$ cat config.mk
export PLATFORM = sky130hd
export DESIGN_NAME = show_pattern
export DESIGN_NICKNAME = d
export VERILOG_FILES = /design/src/rtl/show_pattern.sv
export SDC_FILE = /design/constraint.sdc
export NUM_CORES = 1
export LEC_CHECK = 0
export ABC_AREA = 1
export CAP_MARGIN = 10
export CORE_MARGIN = 2
export CORE_UTILIZATION = 56
export CTS_CLUSTER_DIAMETER = 60
export DETAILED_ROUTE_END_ITERATION = 7
export HOLD_SLACK_MARGIN = 0.03
export PLACE_DENSITY = 0.79
export SETUP_SLACK_MARGIN = 0.5
export SKIP_LAST_GASP = 1
export SYNTH_ARGS = -nofsm -noshare
export SYNTH_HDL_FRONTEND = slang
export SYNTH_SLANG_ARGS = --single-unit
$ cat constraint.sdc
create_clock -name clk -period 2.6 [get_ports clk]
set_clock_uncertainty 0.15 [all_clocks]
set_input_delay 0.78 -clock clk [delete_from_list [all_inputs] [get_ports clk]]
set_output_delay 0.78 -clock clk [all_outputs]
set_load 0.05 [all_outputs]
$ cat src/rtl/show_pattern.sv
// show_pattern: streams a 5x5 on/off pattern to a chain of WS2812-style
// RGB LEDs as NRZ pulses, then holds the line low to latch, and repeats.
//
// Ports:
//   clk      - system clock (50 MHz nominal)
//   reset_n  - asynchronous active-low reset
//   color    - [2]=red, [1]=green, [0]=blue enable
//   pattern  - pattern[r][c] lights the pixel at row r, column c
//   data     - registered serial LED data line
module show_pattern #(
    parameter int         T_BIT   = 63,
    parameter int         T0H     = 20,
    parameter int         T1H     = 40,
    parameter int         T_LATCH = 2500,
    parameter logic [7:0] BRIGHT  = 8'h20
) (
    input  logic            clk,
    input  logic            reset_n,
    input  logic [2:0]      color,
    input  logic [4:0][4:0] pattern,
    output logic            data
);

    typedef enum logic [1:0] {
        S_LOAD  = 2'd0,
        S_SEND  = 2'd1,
        S_LATCH = 2'd2
    } state_t;

    state_t          r_state;
    logic [4:0][4:0] r_pat;
    logic [2:0]      r_color;
    logic [2:0]      r_row;
    logic [2:0]      r_col;
    logic [4:0]      r_bit;
    logic [11:0]     r_cnt;
    logic            r_data;

    logic            w_on;
    logic [7:0]      w_g;
    logic [7:0]      w_r;
    logic [7:0]      w_b;
    logic [23:0]     w_word;
    logic            w_bit;
    logic [11:0]     w_thr;
    logic            w_last_pix;

    // Current pixel word in GRB order, sent MSB first.
    assign w_on       = r_pat[r_row][r_col];
    assign w_g        = (w_on && r_color[1]) ? BRIGHT : 8'h00;
    assign w_r        = (w_on && r_color[2]) ? BRIGHT : 8'h00;
    assign w_b        = (w_on && r_color[0]) ? BRIGHT : 8'h00;
    assign w_word     = {w_g, w_r, w_b};
    assign w_bit      = w_word[r_bit];
    assign w_thr      = w_bit ? 12'(T1H) : 12'(T0H);
    assign w_last_pix = (r_row == 3'd4) && (r_col == 3'd4);

    assign data = r_data;

    always_ff @(posedge clk or negedge reset_n) begin
        if (!reset_n) begin
            r_state <= S_LOAD;
            r_pat   <= '0;
            r_color <= '0;
            r_row   <= '0;
            r_col   <= '0;
            r_bit   <= 5'd23;
            r_cnt   <= '0;
            r_data  <= 1'b0;
        end else begin
            unique case (r_state)
                S_LOAD: begin
                    // Inputs are only sampled here, so a frame is
                    // always self-consistent.
                    r_pat   <= pattern;
                    r_color <= color;
                    r_row   <= '0;
                    r_col   <= '0;
                    r_bit   <= 5'd23;
                    r_cnt   <= '0;
                    r_data  <= 1'b0;
                    r_state <= S_SEND;
                end
                S_SEND: begin
                    r_data <= (r_cnt < w_thr);
                    if (r_cnt == 12'(T_BIT - 1)) begin
                        r_cnt <= '0;
                        if (r_bit == 5'd0) begin
                            r_bit <= 5'd23;
                            if (w_last_pix) begin
                                r_state <= S_LATCH;
                            end else if (r_col == 3'd4) begin
                                r_col <= '0;
                                r_row <= r_row + 3'd1;
                            end else begin
                                r_col <= r_col + 3'd1;
                            end
                        end else begin
                            r_bit <= r_bit - 5'd1;
                        end
                    end else begin
                        r_cnt <= r_cnt + 12'd1;
                    end
                end
                S_LATCH: begin
                    r_data <= 1'b0;
                    if (r_cnt == 12'(T_LATCH - 1)) begin
                        r_cnt   <= '0;
                        r_state <= S_LOAD;
                    end else begin
                        r_cnt <= r_cnt + 12'd1;
                    end
                end
                default: begin
                    r_data  <= 1'b0;
                    r_cnt   <= '0;
                    r_state <= S_LOAD;
                end
            endcase
        end
    end

endmodule

Word level (Yosys, flattened, before mapping)
Index checks and enable logic that the tools add are counted.
- add/sub/neg operators: 4
- magnitude comparators: 4
- eq/ne operators: 12
- mux-type cells: 32
- reduce and logical (&&, ||, !) cells: 11
- operators with widths (operator ; count):
    12-bit two-way mux ; 2
    3-bit two-way mux ; 8
    6-bit two-way mux ; 4
    12-bit case mux with 2 select lines ; 1
    5-bit binary-select mux with 3-bit select ; 1
    5-bit two-way mux ; 3
    12-bit by 1-bit adder with 12-bit output, second input constant ; 1
    12-bit equality test, second input constant ; 1
    12-bit by 6-bit equality test with 1-bit output, second input constant ; 1
    12-bit by 6-bit less-than comparator with 1-bit output ; 1
    2-bit != test, second input constant ; 6
    3-bit case mux with 2 select lines ; 2
    5-bit case mux with 2 select lines ; 1
    3-bit by 4-bit less-than comparator with 1-bit output, second input constant ; 2
    2-bit two-way mux ; 4
    4-bit AND reduction ; 2
    3-bit by 1-bit adder with 3-bit output, second input constant ; 2
    3-bit equality test, second input constant ; 2
    5-bit by 6-bit less-than comparator with 1-bit output, second input constant ; 1
    2-bit case mux with 3 select lines ; 1
    1-bit binary-select mux with 5-bit select ; 1
    5-bit logical NOT ; 1
    5-bit AND reduction ; 1
    5-bit by 1-bit subtractor with 5-bit output, second input constant ; 1
    other kinds (8) ; 13
- bits in registers: 54
- output and inout port bits: 1
- word-level logic and storage cells: 75

Longest topological paths before layout
- word-level depth: 11
- gate-level depth with buffers: 16
- mapped depth without buffers: 15

Worst setup path after synthesis
Ideal clock, no wire load.
- path kind: reg2reg
- from: register r_col[0]
- to: register r_data (netlist: data)
- arrival: 1.716 ns
- data required time: 2.372 ns
- path slack: 0.657 ns
- cell stages (with the launch flop): 16
- period minus slack after synthesis: 1.943 ns
- cell sequence: dfrtp_1 -> buf_2 -> nor2_1 -> nand2_1 -> nand3_1 -> nand2_1 -> inv_1 -> nand2_1 -> nand2_1 -> nand2_1 -> nand2_1 -> nand2_1 -> ha_1 -> a21oi_1 -> nand4_1 -> a21oi_1
- cells in the longest elaborated chain, start to end: 9
- ends and longest elaborated chain (item ; RTL line ; text):
    start, declared ; 34 ; logic [2:0] r_col;
    start signal, assigned ; 96 ; r_col <= r_col + 3'd1;
    1-bit binary-select mux with 3-bit select (*) ; 49 ; assign w_on = r_pat[r_row][r_col];
    1-bit two-way mux (not written as such) (*) ; 49 ;
    1-bit logical AND, on equally long branches ; 52, 50, 51 ;
    6-bit two-way mux, on equally long branches ; 52, 50, 51 ;
    1-bit binary-select mux with 5-bit select (*) ; 54 ; assign w_bit = w_word[r_bit];
    1-bit two-way mux (not written as such) (*) ; 54 ;
    6-bit two-way mux (*) ; 55 ; assign w_thr = w_bit ? 12'(T1H) : 12'(T0H);
    12-bit by 6-bit less-than comparator with 1-bit output (*) ; 85 ; r_data <= (r_cnt < w_thr);
    1-bit two-way mux (*) ; 71 ; unique case (r_state)
    end signal, assigned ; 85 ;
    end, declared ; 37 ; logic r_data;
Mark *: on every way between the ends. The rest lies on a longest branch, timed or not. The select of a mux whose other input is x is not followed.
A chain may end at the register's enable or synchronous reset.

Final worst setup path
Same ends and word-level chain as after synthesis.

==> results.cfg <==
[status]
status = completed

[global_route]
grt_pass1_vias = 2426
grt.total_usage = 0.226
grt_pass1_wl_mm = 10.9
gr-total-overflow = 0
antenna_found_initial = 0
grt_max_degree = 33

[worst_setup_path]
crit_path_end_kind = register
crit_required_ns = 2.66
crit_arrival_ns = 2.25
start_kind = register
worstSetupStartpoint = r_col[0]$_DFFE_PN0P_
worst-setup-path-type = reg -> reg
critPathMaxFanout = 6
rr_startpoint = r_col[0]$_DFFE_PN0P_

[final_layout]
postLayoutCoreUtil = 0.708
syn2layout_area_growth_pct = 23.0
fin_cells = 478
antenna_cells = 0
layout-drive-gt1-share = 0.172
fillers = 414
final_common_cell = nand2_1
finish.net_count = 450
final_cell_mix = nand2_1, dfrtp_1, inv_1

[place]
port_buffers = 30
gp_congestion = 0.855
dp.cells = 459
dpl.hpwl_mm = 4.11

[route]
post_drt_via_cell_ratio = 5.14
dr_total_vias = 2456
dr.pass1.iters = 4
ant_nets = 0
drcViolationCount = 0
wl_mm = 6.06
drtIter0Drc = 197
wl_per_cell_um = 12.7

[timing]
rsz0062_at_grt = true
setup_violations = 0
holdWs_ns = 0.296
slew_violations = 0
timing.final.crit_share = 0.844
fin_setup_tns_ns = 0
fmax_mhz = 456
final_hold_viol_count = 0
post-route-min-period_ns = 2.19
relSlewSlack = 0.622
worst_pin_slew_ns = 0.567

[clock_network]
cts.sinks = 54
numCtsBuffers = 5
cts_tree = built
cts_hold_buf = 0
clk_path_buf_depth = 2
clock_latency_ns = 0.32
h-tree-depth = 2
clk_pin_slew_ns = 0.11
cts-root-buf = clkbuf_8

[logic_synthesis]
synthCells = 368
syn-num-nets = 411
yosysUniqueCellTypes = 35
synth-seq-area-share = 0.464
synthesis.area_mm2 = 0.00292
ys_ff_latch = 54
syn-mean-instance-area_um2 = 7.94
yosysWarnings = 0

[floorplan]
start_util = 0.576
die-area_mm2 = 0.00581
num_io_pins = 31
fp.dieH_um = 76.2
die_x_um = 76.2
num_rows = 26
coreArea_mm2 = 0.00507

[flow_run]
max_cap_viol_count = 0

[power]
power_w = 0.00146
irDropWorstVdd_v = 0.000363
power_density_mw_per_mm2 = 406
power_leakage_nw = 1.76

[worst_hold_path]
hp-class = in -> async
[metal layers]
layer / wire length, µm / up-vias / GRT usage / share of wire
li1: - / 1244 / - / -
met1: 2830 / 1149 / 0.322 / 0.47
met2: 2870 / 55 / 0.350 / 0.47
met3: 264 / 8 / 0.0415 / 0.044
met4: 91 / 0 / 0.0800 / 0.015
met5: 0 / - / 0 / 0
[cell type report]
cell class                      instances  area [µm²]  area share
Inverter                               44         174      0.0484
Timing Repair Buffer                   44         434       0.121
Sequential cell                        54        1360       0.378
Clock buffer                            5        68.8      0.0191
Clock inverter                          3        25.0     0.00696
Multi-Input combinational cell        258        1450       0.402
Tap cell                               70        87.6      0.0244
[cells by family (layout without fill, tap and decap cells)]
logic type | count (synthesis) | after routing | share of synthesized area
AOI/OAI and AO/OA | 39 | 39 | 0.0732
and+or+nand+nor | 200 | 200 | 0.313
xor gates and xnor gates | 6 | 6 | 0.0180
adders and majority gates | 13 | 13 | 0.0557
buffers and inverters | 56 | 96 | 0.0766
DFF | 54 | 54 | 0.464
[path summary, 6_finish.rpt]
check / endpoint / slack, ns / cells after the start
max in group asynchronous: r_bit[1]$_DFFE_PN1P_ / 1.38 / 2
max: data$_DFF_PN0_ / 0.41 / 16
min: r_cnt[4]$_DFF_PN0_ / 0.30 / 1
min reg2reg: r_color[0]$_DFFE_PN0P_ / 0.33 / 2
max reg2reg: data$_DFF_PN0_ / 0.41 / 16
min in group clk: r_color[0]$_DFFE_PN0P_ / 0.33 / 2
[state kept, by name, summed over array words and instances (netlist names)]
| signal | count |
|---|---|
| r_state | 2 |
| r_pat | 25 |
| r_cnt | 12 |
| r_bit | 5 |
| r_row | 3 |
| r_color | 3 |
| data | 1 |
| r_col | 3 |
[Yosys cell counts]
master     count  area share
nand2_1      124        0.16
dfrtp_1       50        0.43
inv_1         41       0.053
nand3_1       24       0.041
nor2_1        22       0.028
o21ai_0       21       0.036
ha_1          13       0.056
nand4_1        8       0.017
a21oi_1        6       0.010
clkbuf_1       6      0.0077
nor3_1         6       0.010
o21ai_1        6       0.010
dfstp_2        4       0.036
nand2_2        4      0.0086
xor2_1         4       0.012
buf_2          3      0.0051
nand2_4        3       0.012
o21ai_2        3      0.0090
inv_2          2      0.0026
nor4_4         2       0.015
xnor2_1        2      0.0060
a31oi_1        1      0.0021
and3_1         1      0.0021
buf_1          1      0.0013
buf_6          1      0.0039
clkbuf_2       1      0.0017
clkinv_2       1      0.0017
nor2_2         1      0.0021
nor2_8         1      0.0068
nor3b_2        1      0.0043
nor4_1         1      0.0021
o2111ai_1      1      0.0030
o211ai_1       1      0.0026
or2_1          1      0.0021
or2_2          1      0.0021
[stage by stage]
step	setup WS (ns)	cell area (µm²)
floorplan	0.657	2920
global placement	0.392	3280
detailed placement	0.261	3280
CTS	0.482	3480
global route	0.271	3590
finish	0.406	3590
[where the power goes]
group	internal (W)	switching [W]	total [W]
Combinational	0.0000533	0.0000434	0.0000967
Clock	0.000195	0.000297	0.000492
Sequential	0.000862	0.00000979	0.000871
[worst max-delay path: stages (launching register included)]
cell and delay, ns:
dfrtp_2 0.50, buf_6 0.15, nand3_1 0.07, nand3_1 0.08, nand2_1 0.07, inv_1 0.04
nand2_1 0.07, nand2_1 0.06, nand2_1 0.06, nand2_1 0.06, nand2_2 0.11, buf_6 0.13
inv_4 0.03, ha_4 0.24, nand2_1 0.05, nor2_1 0.12, a21oi_2 0.07
[what timing repair did]
item	in CTS	in global routing
resized for setup	12	27
endpoints found under the setup margin	2	6
setup buffers	10	1
pin swaps	6	20
endpoints found under the hold margin	0	0
Power figures use the tool's default switching activity.
